<file path="config.mk">
export PLATFORM = sky130hd
export DESIGN_NAME = move_sequencer
export DESIGN_NICKNAME = d
export VERILOG_FILES = /design/src/rtl/game_pkg.sv /design/src/rtl/line_merge.sv /design/src/rtl/move_sequencer.sv
export SDC_FILE = /design/constraint.sdc
export NUM_CORES = 2
export LEC_CHECK = 0
export CAP_MARGIN = 30
export CORE_ASPECT_RATIO = 2
export CORE_UTILIZATION = 30
export DETAILED_ROUTE_END_ITERATION = 8
export PLACE_DENSITY = 0.56
export SLEW_MARGIN = 20
export SYNTH_ARGS = -nofsm -noshare
export SYNTH_HDL_FRONTEND = slang
export SYNTH_SLANG_ARGS = --single-unit
</file>
<file path="constraint.sdc">
create_clock -name clk -period 15.9 [get_ports clk]
set_input_delay 3.18 -clock clk [delete_from_list [all_inputs] [get_ports clk]]
set_output_delay 3.18 -clock clk [all_outputs]
set_load 0.005 [all_outputs]
</file>
<file path="src/rtl/game_pkg.sv">
// Shared types for the 2048-style move sequencer: tile/line/board layout,
// move directions, sequencer states and line gather/scatter helpers.
package game_pkg;

  localparam int TILE_W = 12;

  typedef logic [TILE_W-1:0] tile_t;
  typedef tile_t [3:0]       line_t;   // element 0 is the edge tiles slide toward
  typedef line_t [3:0]       board_t;  // board[row][col]

  typedef enum logic [1:0] {
    DIR_UP    = 2'b00,
    DIR_DOWN  = 2'b01,
    DIR_LEFT  = 2'b10,
    DIR_RIGHT = 2'b11
  } dir_t;

  typedef enum logic [2:0] {
    ST_IDLE  = 3'd0,
    ST_MOVE  = 3'd1,
    ST_SPAWN = 3'd2,
    ST_CHECK = 3'd3,
    ST_DONE  = 3'd4
  } seq_state_t;

  // Gather line k so that element 0 sits on the edge the move pushes toward.
  function automatic line_t get_line(board_t b, dir_t d, logic [1:0] k);
    line_t      l;
    logic [1:0] jj;
    l = '0;
    for (int j = 0; j < 4; j++) begin
      jj = 2'(j);
      case (d)
        DIR_LEFT:  l[j] = b[k][jj];
        DIR_RIGHT: l[j] = b[k][~jj];
        DIR_UP:    l[j] = b[jj][k];
        default:   l[j] = b[~jj][k];
      endcase
    end
    return l;
  endfunction

  function automatic board_t put_line(board_t b, dir_t d, logic [1:0] k, line_t l);
    board_t     r;
    logic [1:0] jj;
    r = b;
    for (int j = 0; j < 4; j++) begin
      jj = 2'(j);
      case (d)
        DIR_LEFT:  r[k][jj]  = l[j];
        DIR_RIGHT: r[k][~jj] = l[j];
        DIR_UP:    r[jj][k]  = l[j];
        default:   r[~jj][k] = l[j];
      endcase
    end
    return r;
  endfunction

endpackage

</file>
<file path="src/rtl/line_merge.sv">
// Combinational slide of one 4-tile line: compress, merge equal neighbours
// once from element 0, compress again. Reports change and total merged value.
module line_merge
  import game_pkg::*;
(
  input  line_t       line_in,
  output line_t       line_out,
  output logic        changed,
  output logic [12:0] merge_total
);

  line_t       packed_in;
  line_t       merged;
  logic [2:0]  k_a;
  logic [2:0]  k_b;
  logic        skip;
  logic [12:0] sum13;

  always_comb begin
    packed_in   = '0;
    merged      = '0;
    line_out    = '0;
    merge_total = '0;
    k_a         = '0;
    k_b         = '0;
    skip        = 1'b0;
    sum13       = '0;

    for (int i = 0; i < 4; i++) begin
      if (line_in[i] != '0) begin
        packed_in[k_a[1:0]] = line_in[i];
        k_a = k_a + 3'd1;
      end
    end

    // A tile produced by a merge is never merged again in the same move.
    merged = packed_in;
    for (int i = 0; i < 3; i++) begin
      if (skip) begin
        skip = 1'b0;
      end else if (merged[i] != '0 && merged[i] == merged[i+1]) begin
        sum13       = {1'b0, merged[i]} + {1'b0, merged[i+1]};
        merged[i]   = sum13[12] ? 12'hFFF : sum13[11:0];
        merged[i+1] = '0;
        merge_total = merge_total + {1'b0, merged[i]};
        skip        = 1'b1;
      end
    end

    for (int i = 0; i < 4; i++) begin
      if (merged[i] != '0) begin
        line_out[k_b[1:0]] = merged[i];
        k_b = k_b + 3'd1;
      end
    end

    changed = (line_out != line_in);
  end

endmodule

</file>
<file path="src/rtl/move_sequencer.sv">
// 4x4 tile-game move sequencer: slides one line per cycle, spawns a tile via
// LFSR scan, then checks win/lose. Define GAME_SCORE_EN to add the score output.
module move_sequencer
  import game_pkg::*;
#(
  parameter logic [11:0] WIN_VALUE = 12'd2048,
  parameter logic [7:0]  LFSR_SEED = 8'hB4
) (
  input  logic       clk,
  input  logic       rst,
  input  board_t     init_matrix,
  input  logic       move_valid,
  input  logic [1:0] move_dir,
  output logic       move_ready,
  output board_t     matrix_q,
  output logic       busy,
  output logic       move_done,
  output logic       win,
  output logic       lose,
`ifdef GAME_SCORE_EN
  output logic [15:0] score,
`endif
  output seq_state_t state_dbg
);

  // Handshake: a move is taken on the rising edge where move_valid && move_ready;
  // move_ready is high only in IDLE with no game-over; other requests are dropped.

  seq_state_t  state, state_next;
  dir_t        dir_q;
  logic [1:0]  line_idx;
  logic        changed_q;
  logic [7:0]  lfsr;
  logic [7:0]  lfsr_next;
  logic [3:0]  scan_idx;
  logic [3:0]  scan_cnt;
  logic        accept;

  line_t       cur_line;
  line_t       new_line;
  logic        line_chg;
  logic [12:0] line_sum;

  logic        spawn_hit;
  logic        any_win;
  logic        any_zero;
  logic        any_pair;

  line_merge u_line_merge (
    .line_in     (cur_line),
    .line_out    (new_line),
    .changed     (line_chg),
    .merge_total (line_sum)
  );

  always_comb begin
    cur_line   = get_line(matrix_q, dir_q, line_idx);
    lfsr_next  = {lfsr[6:0], lfsr[7] ^ lfsr[5] ^ lfsr[4] ^ lfsr[3]};
    move_ready = (state == ST_IDLE) && !win && !lose;
    accept     = move_valid && move_ready;
    busy       = (state != ST_IDLE);
    move_done  = (state == ST_DONE);
    state_dbg  = state;
    spawn_hit  = (matrix_q[scan_idx[3:2]][scan_idx[1:0]] == '0);
  end

  always_comb begin
    any_win  = 1'b0;
    any_zero = 1'b0;
    any_pair = 1'b0;
    for (int r = 0; r < 4; r++) begin
      for (int c = 0; c < 4; c++) begin
        if (matrix_q[r][c] == WIN_VALUE) any_win = 1'b1;
        if (matrix_q[r][c] == '0) any_zero = 1'b1;
        if (c < 3 && matrix_q[r][c] == matrix_q[r][c+1]) any_pair = 1'b1;
        if (r < 3 && matrix_q[r][c] == matrix_q[r+1][c]) any_pair = 1'b1;
      end
    end
  end

  always_comb begin
    state_next = state;
    case (state)
      ST_IDLE:  if (accept) state_next = ST_MOVE;
      ST_MOVE:  if (line_idx == 2'd3) state_next = (changed_q || line_chg) ? ST_SPAWN : ST_CHECK;
      // The scan-count bound only matters if a full board somehow reaches SPAWN.
      ST_SPAWN: if (spawn_hit || scan_cnt == 4'd15) state_next = ST_CHECK;
      ST_CHECK: state_next = ST_DONE;
      ST_DONE:  state_next = ST_IDLE;
      default:  state_next = ST_IDLE;
    endcase
  end

  always_ff @(posedge clk) begin
    if (rst) state <= ST_IDLE;
    else     state <= state_next;
  end

  always_ff @(posedge clk) begin
    if (rst) begin
      matrix_q  <= init_matrix;
      lfsr      <= LFSR_SEED;
      dir_q     <= DIR_UP;
      line_idx  <= '0;
      changed_q <= 1'b0;
      scan_idx  <= '0;
      scan_cnt  <= '0;
      win       <= 1'b0;
      lose      <= 1'b0;
    end else begin
      lfsr <= lfsr_next;
      case (state)
        ST_IDLE: begin
          if (accept) begin
            dir_q     <= dir_t'(move_dir);
            line_idx  <= '0;
            changed_q <= 1'b0;
          end
        end
        ST_MOVE: begin
          matrix_q  <= put_line(matrix_q, dir_q, line_idx, new_line);
          changed_q <= changed_q | line_chg;
          line_idx  <= line_idx + 2'd1;
          scan_idx  <= lfsr[3:0];
          scan_cnt  <= '0;
        end
        ST_SPAWN: begin
          if (spawn_hit) begin
            matrix_q[scan_idx[3:2]][scan_idx[1:0]] <= (lfsr[7:4] == 4'd0) ? 12'd4 : 12'd2;
          end else begin
            scan_idx <= scan_idx + 4'd1;
            scan_cnt <= scan_cnt + 4'd1;
          end
        end
        ST_CHECK: begin
          if (any_win)                    win  <= 1'b1;
          else if (!any_zero && !any_pair) lose <= 1'b1;
        end
        default: ;
      endcase
    end
  end

`ifdef GAME_SCORE_EN
  logic [16:0] score_sum;
  assign score_sum = {1'b0, score} + {4'd0, line_sum};

  always_ff @(posedge clk) begin
    if (rst)                   score <= '0;
    else if (state == ST_MOVE) score <= score_sum[16] ? 16'hFFFF : score_sum[15:0];
  end
`endif

endmodule

</file>
==> results of run 1 <==
[synthesized netlist by cell type, drive strengths merged, types with 10 or more instances]
cell / count
a31oi: 44
clkbuf: 358
a2bb2oi: 13
o22ai: 86
nand3: 100
a32o: 13
nand4: 78
nand2b: 36
a211oi: 68
a21o: 35
mux4: 11
and2: 29
o21a: 19
or2: 16
nor2b: 32
xnor2: 231
inv: 86
o21ai: 335
dfxtp: 26
mux2i: 211
a21oi: 298
a221oi: 48
nor2: 351
nor3: 106
nand2: 384
o211ai: 54
a32oi: 41
mux2: 72
xor2: 107
edfxtp: 192
o221ai: 62
nor4: 92
a21boi: 10
or3: 13
a2111oi: 12
a22o: 39
and3: 11
a22oi: 33
o31ai: 25
buf: 97
a222oi: 10
ha: 53
[metal layers]
| metal | track usage, % | GRT overflow |
|---|---|---|
| met1 | 74.48 | 3 |
| met2 | 95.06 | 1076 |
| met3 | 59.95 | 23 |
| met4 | 78.35 | 592 |
| met5 | 23.78 | 3 |
[logic make-up after synthesis]
| logic type | synth area share (%) |
|---|---|
| muxes | 10.56 |
| DFF | 20.61 |
| adders and majority gates | 2.371 |
| xor gates and xnor gates | 9.705 |
| and+or+nand+nor | 20.02 |
| buffers and inverters | 7.309 |
| AOI/OAI and AO/OA | 29.42 |
[per-stage QoR]
stage               util [%]  setup slack (ps)
floorplan                  -              3683
CTS                    39.35              1174
global placement       38.43              1154
detailed placement     38.53              1216
==> impl_metrics.env, run 1 <==
export IMPL_yosysTopAreaCellShare_pct=18.90
export IMPL_status="aborted with a tool error"
export IMPL_synth_warnings=0
export IMPL_cts_hold_buf=0
export IMPL_clockBufferDepth=3
export IMPL_rows=165
export IMPL_synth_cells=4078
export IMPL_cts_made_buffers=25
export IMPL_place_area_um2=38900
export IMPL_ios=397
export IMPL_async_reset_ff_share_pct=0
export IMPL_synth_main_ff_cell="edfxtp_1"
export IMPL_fp_dieW_um=227.5
export IMPL_tool_error="[ERROR GRT-0116] Global routing finished with congestion. Check the congestion regions in the DRC Viewer."
export IMPL_post_cts_setup_buffer_count=0
export IMPL_die_h_um=453.0
export IMPL_grt_pass1_wl_um=572300
export IMPL_grt_max_degree=110
export IMPL_yosys_area_top_type="edfxtp_1"
export IMPL_dp_cells=5906
export IMPL_syn_area_per_cell_um2=7.480
export IMPL_cts_num_sinks=218
export IMPL_port_buffers=396
export IMPL_synthesis_nets=4331
export IMPL_cts_max_level=1
export IMPL_synth_edff_count=192
export IMPL_yosysUniqueCellTypes=112
export IMPL_cts_root_buffer="clkbuf_16"
export IMPL_ys_top_cells_by_area="edfxtp_1, mux2i_1, xnor2_1"
export IMPL_grt_pass1_vias=53580
export IMPL_cts_resized_gates=0
export IMPL_seq_area_frac_synth_pct=20.61
export IMPL_gp_congestion=1.199
export IMPL_lastStage="global routing"
export IMPL_syn_cell_area_um2=30500
export IMPL_grtUsageTotal_pct=76.39
export IMPL_start_util_pct=30.22
export IMPL_synth_seq_cells=218
export IMPL_grt_ovfl_total=1697
export IMPL_hpwlAfterDp_um=248000
==> inputs of run 2 (changes only) <==
Settings changed: CORE_ASPECT_RATIO 2 to default, CORE_UTILIZATION 30 to 20, PLACE_DENSITY 0.56 to default, PLACE_DENSITY_LB_ADDON from default to 0.15.
==> run 2 against run 1 <==
Against the previous run:
- synthesized area unchanged
- synthesized cell count unchanged
- the run now ends clean
==> impl_metrics.env, run 2 <==
export IMPL_status="finished, final reports clean"
export IMPL_cts_num_sinks=218
export IMPL_syn_cell_area_um2=30500
export IMPL_setup_tns_final_ps=0
export IMPL_coreArea_um2=150700
export IMPL_grtUsageTotal_pct=33.88
export IMPL_gp_congestion=1.065
export IMPL_seq_power_share_pct=15.9
export IMPL_regMostFlops="matrix_q"
export IMPL_synth_fa_ha_area_share_pct=2.371
export IMPL_yosys_area_top_type="edfxtp_1"
export IMPL_intPower_w=0.003676
export IMPL_holdWs_ps=446.2
export IMPL_final_common_cell="clkdlybuf4s50_1"
export IMPL_clk_transition_reported_paths_ps=60
export IMPL_synth_warnings=0
export IMPL_via_count=39840
export IMPL_cts_max_level=1
export IMPL_power_frac_clock_pct=7.5
export IMPL_synth_cells=4078
export IMPL_cts_resized_gates=0
export IMPL_cts_root_buffer="clkbuf_16"
export IMPL_antenna_left=0
export IMPL_hpwlAfterDp_um=211500
export IMPL_peakVddDrop_mv=0.09749
export IMPL_critPathMaxFanout=27
export IMPL_start_util_pct=20.25
export IMPL_fin_skew_ps=34.47
export IMPL_remaining_drc_errors=0
export IMPL_fin_crit_ps=14900
export IMPL_drt_pass1_iterations=7
export IMPL_ios=397
export IMPL_critPathKind="register to register"
export IMPL_cpPeakStageDelay_ps=880
export IMPL_cp_required_ps=16330
export IMPL_yosysMostFrequentCell="nand2_1"
export IMPL_cellPowerDensity_nw_per_um2=248.0
export IMPL_yosysUniqueCellTypes=112
export IMPL_start_kind="register"
export IMPL_fin_nets=4645
export IMPL_worst_path_max_delay_cell="a222oi_1"
export IMPL_largest_register_ffs=192
export IMPL_synth_seq_cells=218
export IMPL_post_drt_wl_per_cell_um=42.31
export IMPL_grt_pass1_wl_um=353900
export IMPL_layout_drive_gt1_share_pct=12.53
export IMPL_reg_top3="matrix_q x192, lfsr x8"
export IMPL_yosysTopAreaCellShare_pct=18.90
export IMPL_area_growth_pct=27.56
export IMPL_finalHoldViolations=0
export IMPL_leakagePower_nw=13.75
export IMPL_layout_common_cells="clkdlybuf4s50_1, nand2_1, nor2_1"
export IMPL_cts_tree="done"
export IMPL_swShare_pct=61.91
export IMPL_period_share_pct=93.70
export IMPL_max_cap_violations=0
export IMPL_synth_xor_area_share_pct=9.705
export IMPL_port_buffers=396
export IMPL_rr_worst_depth=50
export IMPL_synth_area_mux_share_pct=10.56
export IMPL_switchingPower_w=0.005975
export IMPL_crit_arrival_ps=15330
export IMPL_drt_iter0_markers=6957
export IMPL_min_path_type="register to register"
export IMPL_antenna_found_initial=32
export IMPL_routed_wl_um=272200
export IMPL_vias_per_cell=6.192
export IMPL_setup_violations=0
export IMPL_grt_pass1_vias=37080
export IMPL_synth_compound_area_share_pct=29.42
export IMPL_cts_hold_buf=0
export IMPL_ys_top_cells_by_area="edfxtp_1, mux2i_1, xnor2_1"
export IMPL_slew_headroom_pct=22.79
export IMPL_fillers=16770
export IMPL_synth_top_family_by_area="compound AO/OA/AOI/OAI gates"
export IMPL_yosys_top_cells_count="nand2_1, clkbuf_1, nor2_1"
export IMPL_clockBufferDepth=3
export IMPL_cp_end_kind="register"
export IMPL_worstMarginPinSlew_ps=1126
export IMPL_cts_made_buffers=30
export IMPL_whs_path_depth=1
export IMPL_rows=142
export IMPL_seq_area_frac_synth_pct=20.61
export IMPL_syn_area_per_cell_um2=7.480
export IMPL_r2r_start="line_idx[0]$_SDFFE_PP0P_"
export IMPL_p_comb_share_pct=76.6
export IMPL_post_cts_setup_buffer_count=0
export IMPL_synth_main_ff_cell="edfxtp_1"
export IMPL_grt_max_degree=103
export IMPL_insertion_delay_ps=670
export IMPL_final_max_slew_viol_count=0
export IMPL_async_reset_ff_share_pct=0
export IMPL_r2r_end="matrix_q[110]$_DFFE_PP_"
export IMPL_synth_edff_count=192
export IMPL_die_h_um=392.5
export IMPL_fp_dieW_um=392.5
export IMPL_rsz0062_at_grt="no"
export IMPL_fmax_mhz=67.12
export IMPL_yosys_area_share_simple_pct=20.02
export IMPL_synthesis_nets=4331
export IMPL_reg2reg_slack_ps=1000
export IMPL_hp_start="lfsr[1]$_SDFF_PP0_"
export IMPL_die_area_um2=154100
export IMPL_hold_end="lfsr[2]$_SDFF_PP1_"
export IMPL_grt_ovfl_total=0
==> run 2: cell counts after synthesis <==
Identical to the previous run, type by type.
==> run 2: worst max-delay path, delay by kind of cell (launching register included) <==
family,cells,cell delay (ps)
adder cells (fa/ha/maj),4,1320
buffers and inverters,8,1610
flip-flops,1,790
AND/OR/NAND/NOR,12,3600
AO/OA/AOI/OAI,24,6500
multiplexers,2,760
==> run 2: metal layers <==
layer  vias to the layer above  part of all wire (%)  track usage [%]
li1                      15920                     -                -
met1                     19850                    40            44.13
met2                      3274                    40            48.51
met3                       758                    14            13.08
met4                        34                   5.8            15.94
met5                         -                  0.12                0
==> run 2: layout make-up <==
type                            count  area, um^2  share of cell area [%]
Antenna cell                        5       12.51                 0.03216
Clock inverter                     19       202.7                  0.5209
Sequential cell                   218        6297                   16.18
Tap cell                         2016        2522                   6.483
Inverter                           89       335.3                  0.8618
Multi-Input combinational cell   3316       22140                   56.90
Clock buffer                       34       765.7                   1.968
Timing Repair Buffer              737        6633                   17.05
==> run 2: power by group through the flow <==
stage	logic, W	clock network (W)	registers [W]
after floorplan	0.00364	0	0.000979
after global placement	0.00702	0	0.00148
after detailed placement	0.00698	0	0.00148
after CTS	0.00702	0.000730	0.00147
after global routing	0.00748	0.000746	0.00149
final	0.00739	0.000725	0.00154
==> run 2: through the flow <==
stage | total power [W] | std cells | cell area [um^2] | util (%) | worst slack (ps)
floorplan | 0.004623 | 4078 | 30500 | - | 3683
global placement | 0.008504 | 6360 | 37790 | 25.08 | 1526
detailed placement | 0.008461 | 6368 | 37840 | 25.12 | 1614
CTS | 0.009213 | 6421 | 38810 | 25.76 | 1592
global route | 0.009720 | 6429 | 38900 | 25.82 | 344.3
finish | 0.009651 | 6434 | 38910 | 25.83 | 1002
==> run 2: kinds of logic after synthesis <==
kind of cell,after synthesis
buf+inv,544
compound gates,1345
fa+ha+maj,56
simple gates,1283
flops,218
mux,294
xor+xnor,338
==> run 2: worst max path at each step <==
| stage | from | endpoint | slack (ps) |
|---|---|---|---|
| 2_1_floorplan | line_idx[1]$_SDFFE_PP0P_ | changed_q$_SDFFE_PP0P_ | 3680 |
| 3_3_place_gp | line_idx[0]$_SDFFE_PP0P_ | matrix_q[169]$_DFFE_PP_ | 1530 |
| 3_5_place_dp | line_idx[0]$_SDFFE_PP0P_ | changed_q$_SDFFE_PP0P_ | 1610 |
| 4_1_cts | line_idx[0]$_SDFFE_PP0P_ | matrix_q[104]$_DFFE_PP_ | 1590 |
| 5_1_grt | line_idx[0]$_SDFFE_PP0P_ | matrix_q[110]$_DFFE_PP_ | 340 |
| 6_report | line_idx[0]$_SDFFE_PP0P_ | matrix_q[110]$_DFFE_PP_ | 1000 |
Note: power is estimated with default switching activity, not from simulation.
